==> src/rtl/qci_stream_filter.sv <==
// rtl/qci_stream_filter.sv - 802.1Qci per-frame stream gate and max-SDU filter with one output register slice
// Optional statistics counters are built when QCI_STATS_EN is defined.
module qci_stream_filter #(
  parameter int DATA_W   = 64,
  parameter int KEEP_W   = 8,
  parameter int LEN_W    = 11,
  parameter int ID_W     = 12,
  parameter int GATE_NUM = 128,
  parameter int CNT_W    = 32
) (
  input  logic                clk,
  input  logic                rst,
  input  logic [DATA_W-1:0]   rx_axis_tdata,
  input  logic [KEEP_W-1:0]   rx_axis_tkeep,
  input  logic                rx_axis_tlast,
  input  logic                rx_axis_tvalid,
  output logic                rx_axis_tready,
  input  logic [LEN_W-1:0]    frame_len_in,
  input  logic [LEN_W-1:0]    max_frame_len_in,
  input  logic [ID_W-1:0]     gate_id_in,
  input  logic [ID_W-1:0]     meter_id_in,
  input  logic [GATE_NUM-1:0] gate_state_in,
  output logic [DATA_W-1:0]   tx_axis_tdata,
  output logic [KEEP_W-1:0]   tx_axis_tkeep,
  output logic                tx_axis_tlast,
  output logic                tx_axis_tvalid,
  input  logic                tx_axis_tready,
  output logic                tx_sof,
  output logic [LEN_W-1:0]    frame_len_out,
  output logic [ID_W-1:0]     meter_id_out,
  output logic [CNT_W-1:0]    cnt_pass,
  output logic [CNT_W-1:0]    cnt_drop_oversize,
  output logic [CNT_W-1:0]    cnt_drop_gate
);

  localparam int GIDX_W = (GATE_NUM > 1) ? $clog2(GATE_NUM) : 1;

  typedef enum logic [1:0] {IDLE, PASS, DROP} state_t;
  state_t state;

  logic accept, sof, oversize, gate_in_range, gate_bad, pass_sof, fwd;

  assign rx_axis_tready = !tx_axis_tvalid || tx_axis_tready;
  assign accept         = rx_axis_tvalid && rx_axis_tready;
  assign sof            = accept && (state == IDLE);

  assign oversize      = (max_frame_len_in != '0) && (frame_len_in > max_frame_len_in);
  // Range check first so an out-of-range id never indexes past the gate vector.
  assign gate_in_range = (32'(gate_id_in) < 32'(GATE_NUM));
  assign gate_bad      = !gate_in_range || !gate_state_in[gate_id_in[GIDX_W-1:0]];
  assign pass_sof      = sof && !oversize && !gate_bad;
  assign fwd           = pass_sof || (accept && (state == PASS));

  always_ff @(posedge clk or negedge rst) begin
    if (!rst) begin
      state          <= IDLE;
      tx_axis_tdata  <= '0;
      tx_axis_tkeep  <= '0;
      tx_axis_tlast  <= 1'b0;
      tx_axis_tvalid <= 1'b0;
      tx_sof         <= 1'b0;
      frame_len_out  <= '0;
      meter_id_out   <= '0;
    end else begin
      if (accept) begin
        case (state)
          IDLE:    if (!rx_axis_tlast) state <= pass_sof ? PASS : DROP;
          default: if (rx_axis_tlast) state <= IDLE;
        endcase
      end
      // The slice only reloads when empty or draining, which keeps stalled data stable.
      if (rx_axis_tready) begin
        tx_axis_tvalid <= fwd;
        tx_sof         <= pass_sof;
        if (fwd) begin
          tx_axis_tdata <= rx_axis_tdata;
          tx_axis_tkeep <= rx_axis_tkeep;
          tx_axis_tlast <= rx_axis_tlast;
        end
      end
      if (pass_sof) begin
        frame_len_out <= frame_len_in;
        meter_id_out  <= meter_id_in;
      end
    end
  end

`ifdef QCI_STATS_EN
  function automatic logic [CNT_W-1:0] sat_inc(input logic [CNT_W-1:0] v);
    return (&v) ? v : v + CNT_W'(1);
  endfunction

  always_ff @(posedge clk or negedge rst) begin
    if (!rst) begin
      cnt_pass          <= '0;
      cnt_drop_oversize <= '0;
      cnt_drop_gate     <= '0;
    end else if (sof) begin
      if (oversize)      cnt_drop_oversize <= sat_inc(cnt_drop_oversize);
      else if (gate_bad) cnt_drop_gate     <= sat_inc(cnt_drop_gate);
      else               cnt_pass          <= sat_inc(cnt_pass);
    end
  end
`else
  assign cnt_pass          = '0;
  assign cnt_drop_oversize = '0;
  assign cnt_drop_gate     = '0;
`endif

endmodule

==> config.mk <==
export PLATFORM = sky130hd
export DESIGN_NAME = qci_stream_filter
export DESIGN_NICKNAME = d
export VERILOG_FILES = /design/src/rtl/qci_stream_filter.sv
export SDC_FILE = /design/constraint.sdc
export NUM_CORES = 1
export LEC_CHECK = 0
export ABC_AREA = 1
export BUFFER_PORTS_ARGS = -buffer_cell sky130_fd_sc_hd__buf_2
export CAP_MARGIN = 25
export CORE_AREA = 2 2 174 176
export DETAILED_ROUTE_END_ITERATION = 12
export DIE_AREA = 0 0 176 178
export PLACE_DENSITY_LB_ADDON = 0.08
export SYNTH_ARGS = -nofsm -noshare
export SYNTH_HDL_FRONTEND = slang
export SYNTH_SLANG_ARGS = --single-unit
==> constraint.sdc <==
create_clock -name clk -period 2.4 [get_ports clk]
set_clock_uncertainty 0.15 [all_clocks]
set_input_delay 0 -clock clk [delete_from_list [all_inputs] [get_ports clk]]
set_output_delay 0 -clock clk [all_outputs]
set_load 0.01 [all_outputs]
==> results.yml, run 1 <==
pwr:
  p_per_area_nw_per_um2: 744
  power_mw: 7.17
  pwr-share-comb_pct: 41.3
  p_int_mw: 4.40
  ir_worst_vdd_mv: 0.327
  swShare_pct: 38.6
  power_frac_seq_pct: 36.8
  p_leak_nw: 5.49
  p_switching_mw: 2.77
  power_frac_clock_pct: 21.9
yosys:
  yosysMostFrequentCell: "nand2_1"
  ys_seq_area_share_pct: 39.2
  synth_top_family_by_area: "simple AND/OR/NAND/NOR gates"
  synthMuxAreaShare_pct: 0
  synth_top_area_share_pct: 39.2
  async_flop_share_pct: 100
  synthTopCellsByArea: "dfrtp_1, nand2_1, nand3_1, buf_4, inv_1"
  synth_cells: 886
  ys_ff_latch: 100
  synth_edf_count: 0
  syn-cell-area_um2: 6380
  synth-adder-area-share_pct: 2.16
  ys_dominant_reg_cell: "dfrtp_1"
  ys_types: 23
  yosysTopAreaCell: "dfrtp_1"
  yosys_warnings: 0
  yosys.area_share.simple_pct: 36.8
  synth_compound_area_share_pct: 2.72
  synth_commonest_cells: "nand2_1, nand3_1, buf_4"
  syn_avg_cell_area_um2: 7.20
  synth_xor_area_share_pct: 0
critical_path:
  r2r_end: "tx_axis_tdata[7]"
  slowest_delay_ns: 0.53
  cp_cell_sequence: "dlygate4sd3_1 > buf_2 > ha_1 > nand2_1 > o21a_1 > nand3_1 > a31oi_4 > buf_4 > nand3_4 > buf_12 > buf_12 > nand3_1 > nand2_1"
  reg2regPathDepth: 9
  critical_path_class: "in2reg"
  r2r_setup_slack_ns: 0.24
  cp_max_fo: 24
  r2r_start: "state[0]"
  critPathLaunchType: "input port"
  crit_start: "frame_len_in[10]"
  critPathCaptureType: "flop"
  cp.required_ns: 2.48
  crit_path_top_delay_cell: "dlygate4sd3_1"
  worstPathArrival_ns: 2.36
timing:
  fin_tns_setup_ns: 0
  drv_slew: 0
  maxClockFrequency_mhz: 440
  grt_setup_unrepaired: "false"
  min_period_ns: 2.27
  setup_violations: 0
  finalHoldViolations: 13
  finalCritPeriodShare_pct: 94.7
  hold_slack_ns: -0.0114
global_route:
  grt_pass1_vias: 7046
  grt_max_degree: 60
  grt_pass1_wl_um: 38100
  gr-total-overflow: 0
  track_usage_pct: 15.4
  antenna_found_initial: 1
final_layout:
  drive_gt1_share_pct: 30.2
  num-fill-cells: 3307
  fin_nets: 1583
  syn_to_final_growth_pct: 51.0
min_path:
  hold_class: "in2async"
placement:
  io_buffers: 349
  dp_hpwl_um: 18500
  gp_congestion: 0.786
drt:
  vias: 6949
  vias_per_cell: 4.05
  wl_um: 24500
  drt_iter0_markers: 312
  drc: 0
  first_pass_iters: 4
  drtAntennaViolNets: 0
  wl_per_cell_um: 14.3
clocking:
  cts.htree.levels: 3
  cts_post_setup_buffers_inserted: 0
  cts_buffers: 9
  cts-root-buf: "clkbuf_16"
  cts.sinks: 100
  cts_tree: "yes"
  clockBufferDepth: 2
  clk_latency_ns: 0.34
  clkTransAtPathRegs_ns: 0.08
run:
  maxCapViolations: 0
die:
  die_x_um: 176
  row_count: 63
  die_area_um2: 31300
  die_h_um: 178
  core-area_um2: 29400
  start_util_pct: 21.7
  io_pins: 446
run_status:
  outcome: "complete, but fails checks"
  violations: "negative hold slack"
state kept, by name, indices dropped and copies added, names as in the netlist:
| register | cells |
|---|---|
| tx_axis_tkeep | 8 |
| tx_axis_tlast | 1 |
| tx_axis_tvalid | 1 |
| tx_sof | 1 |
| state | 2 |
| meter_id_out | 12 |
| tx_axis_tdata | 64 |
| frame_len_out | 11 |
placed cells by master, fill, tap and decap left out, types with 2 or more instances in the layout:
| master | Yosys | final |
|---|---|---|
| dlygate4sd3_1 | 0 | 101 |
| buf_12 | 0 | 12 |
| clkbuf_16 | 0 | 9 |
| dfrtp_1 | 100 | 100 |
| buf_4 | 104 | 15 |
| nand2_1 | 341 | 341 |
| conb_1 | 1 | 96 |
| nor4_1 | 2 | 2 |
| nand3_4 | 1 | 2 |
| buf_2 | 20 | 348 |
| nor3_1 | 2 | 2 |
| o21ai_0 | 26 | 26 |
| nor2_1 | 9 | 8 |
| inv_1 | 42 | 42 |
| inv_2 | 2 | 2 |
| ha_1 | 11 | 11 |
| nand3_2 | 3 | 3 |
| nand4_1 | 2 | 2 |
| inv_6 | 0 | 2 |
| clkinvlp_4 | 0 | 2 |
| nand3_1 | 188 | 187 |
| a21oi_1 | 6 | 6 |
worst max-delay path, delay by kind of cell:
kind	cells	cell delay, ns
buf+inv	5	1.16
simple gates	5	0.54
compound gates	2	0.34
fa+ha+maj	1	0.30
metrics by stage:
stage	setup WS (ns)	std cells	area, um2	util (%)	hold WS [ns]
after floorplan	0.533	981	6740	-	-0.446
after global placement	0.136	1599	8280	28.2	-0.156
after detailed placement	0.141	1599	8280	28.2	-0.156
after CTS	0.0323	1716	9610	32.7	0.000677
after global routing	0.0171	1717	9640	32.8	0.0115
final	0.126	1717	9640	32.8	-0.0114
area by class of cell:
type                    instances  area [um2]  area share [%]
clock inverters                 7        90.1           0.935
multi-input cells             690        3060            31.7
diodes                          1        2.50          0.0260
flip-flops and latches        100        2500            26.0
repair buffers                476        3110            32.2
clock buffers                   9         225            2.34
well taps                     390         488            5.06
inverters                      44         165            1.71
what timing repair did:
item                                    CTS  global route
endpoints found under the hold margin   199             0
resized for setup                         0             4
hold buffers                            101             0
endpoints found under the setup margin    0            71
routing by layer:
| metal | share of wire [%] | GRT usage, % |
|---|---|---|
| met2 | 49 | 27.1 |
| met3 | 5.2 | 2.83 |
| met5 | 0 | 0 |
| met1 | 44 | 19.6 |
| met4 | 1.5 | 3.72 |
power by group through the flow:
stage / registers [mW] / logic, mW / clock network (mW)
2_1_floorplan: 2.96 / 1.32 / 0
3_3_place_gp: 2.67 / 2.85 / 0
3_5_place_dp: 2.68 / 2.85 / 0
4_1_cts: 2.64 / 3.00 / 1.66
5_1_grt: 2.73 / 3.34 / 1.72
6_report: 2.64 / 2.96 / 1.57
cell families after synthesis:
family / after synthesis
AND/OR/NAND/NOR: 549
flip-flops: 100
buffers and inverters: 191
AO/OA/AOI/OAI: 34
other: 1
adder cells (fa/ha/maj): 11
worst max-delay path by stage:
stage | endpoint | slack [ns] | depth (start not counted)
finish | tx_axis_tdata[7] | 0.13 | 13
global route | tx_axis_tdata[7] | 0.02 | 13
CTS | tx_axis_tdata[7] | 0.03 | 14
detailed placement | tx_axis_tdata[27] | 0.14 | 9
global placement | tx_axis_tdata[27] | 0.14 | 9
floorplan | tx_axis_tdata[0] | 0.53 | 10
Note: power is estimated with default switching activity, not from simulation.
==> run 2: changes to the inputs <==
Settings changed: RECOVER_POWER set to 100.
==> results.yml, run 2 (synthesized netlist as in run 1, its figures left out) <==
run_status:
  outcome: "finished, final reports clean"
placement:
  dpl-instance-area_um2: 8280
  place_ws_ns: 0.141
  dp_hpwl_um: 18500
  io_buffers: 349
  gp_congestion: 0.786
timing:
  fin_tns_setup_ns: 0
  hold_slack_ns: 0.107
  drv_slew: 0
  setup_violations: 0
  finalCritPeriodShare_pct: 94.2
  finalHoldViolations: 0
  worst_slew_pin_slew_ns: 0.834
  slew_headroom_pct: 44.4
  fin_ws_ns: 0.139
  maxClockFrequency_mhz: 442
  grt_setup_unrepaired: "false"
  min_period_ns: 2.26
final_layout:
  fin_nets: 1583
  mostFrequentLayoutCells: "nand2_1, buf_2, nand3_1, dlygate4sd3_1"
  multi_input_area_um2: 3050
  stdcell_area_um2: 9480
  syn_to_final_growth_pct: 48.5
  fin_util_pct: 32.2
  largest_reg_flops: 64
  drive_gt1_share_pct: 22.6
  largest-register: "tx_axis_tdata"
  final_common_cell: "nand2_1"
  num-fill-cells: 3345
  reg_top3: "tx_axis_tdata (64), meter_id_out (12), frame_len_out (11)"
  regArea_um2: 2500
clocking:
  cts.htree.levels: 3
  clockBufferDepth: 2
  clkTransAtPathRegs_ns: 0.08
  cts_tree: "yes"
  cts-root-buf: "clkbuf_16"
  clk_latency_ns: 0.34
  cts_buffers: 9
  cts.sinks: 100
pwr:
  p_per_area_nw_per_um2: 740
  ir_worst_vdd_mv: 0.339
  p_leak_nw: 5.13
die:
  row_count: 63
  die_x_um: 176
  io_pins: 446
  start_util_pct: 21.7
  core-area_um2: 29400
  die_h_um: 178
  die_area_um2: 31300
drt:
  first_pass_iters: 4
  vias_per_cell: 4.04
  drt_iter0_markers: 337
  wl_per_cell_um: 14.3
  drtAntennaViolNets: 0
  vias: 6941
  wl_um: 24600
  drc: 0
global_route:
  grt_pass1_vias: 7046
  gr-total-overflow: 0
  antenna_found_initial: 1
  track_usage_pct: 15.4
  grt_pass1_wl_um: 38100
  grt_max_degree: 60
critical_path:
  crit_family: "buffers and inverters"
  critPathCaptureType: "flop"
  cp_cell_sequence: "dlygate4sd3_1 > clkbuf_1 > ha_1 > a21oi_1 > o21a_1 > nand3_1 > a31oi_4 > buf_4 > nand3_4 > buf_12 > buf_12 > nand3_1 > nand2_1"
  worst-path-buf-inv: 5
  cp.required_ns: 2.49
  slowest_delay_ns: 0.53
  critical_path_class: "in2reg"
  crit_path_top_delay_cell: "dlygate4sd3_1"
  worstPathArrival_ns: 2.35
  critPathLaunchType: "input port"
  cp_max_fo: 24
run:
  maxCapViolations: 0
min_path:
  hold_class: "in2reg"
run 2: tightest hold or removal path: cells and delay by family:
kind | cells | cell delay (ns)
buffers and inverters | 1 | 0.10
AND/OR/NAND/NOR | 5 | 0.47
run 2: per-layer routing:
metal	up-vias	routed length, um	GRT usage [%]
met2	248	12200	27.1
met4	0	275	3.72
li1	3513	-	-
met5	-	0	0
met3	12	1320	2.83
met1	3168	10800	19.6
run 2: worst paths after layout:
check | from | end | slack [ns] | cells after the start
max | frame_len_in[10] | tx_axis_tdata[7] | 0.14 | 13
min | gate_id_in[5] | tx_axis_tdata[19] | 0.11 | 6
max reg2reg | state[0] | tx_axis_tdata[7] | 0.25 | 9
min reg2reg | meter_id_out[11] | meter_id_out[11] | 0.34 | 2
max in group asynchronous | rst | state[1] | 0.60 | 3
min in group asynchronous | rst | tx_axis_tdata[46] | 0.13 | 2
run 2: power by group:
group | switching, mW | leakage (nW) | total (mW) | internal (mW)
Combinational | 1.71 | 3.69 | 2.78 | 1.08
Sequential | 0.341 | 1.28 | 2.66 | 2.32
Clock | 0.738 | 0.147 | 1.57 | 0.835
Total | 2.79 | 5.13 | 7.02 | 4.23
run 2: cell type report:
type	instances	area share, %
Multi-Input combinational cell	690	32.2
Clock buffer	9	2.38
Timing Repair Buffer	476	31.2
Clock inverter	7	0.950
Antenna cell	1	0.0264
Inverter	44	1.74
Sequential cell	100	26.4
Tap cell	390	5.15
run 2: per-stage QoR:
stage	total power, mW	instances
after floorplan	4.29	981
after global placement	5.53	1599
after detailed placement	5.53	1599
after CTS	7.30	1716
after global routing	7.63	1717
final	7.02	1717
run 2: what timing repair did:
item                       in CTS  in global routing
hold buffers                  101                  0
hold endpoints to repair      199                  0
resized for setup               0                  4
buffers inserted                0                  0
setup endpoints to repair       0                 71
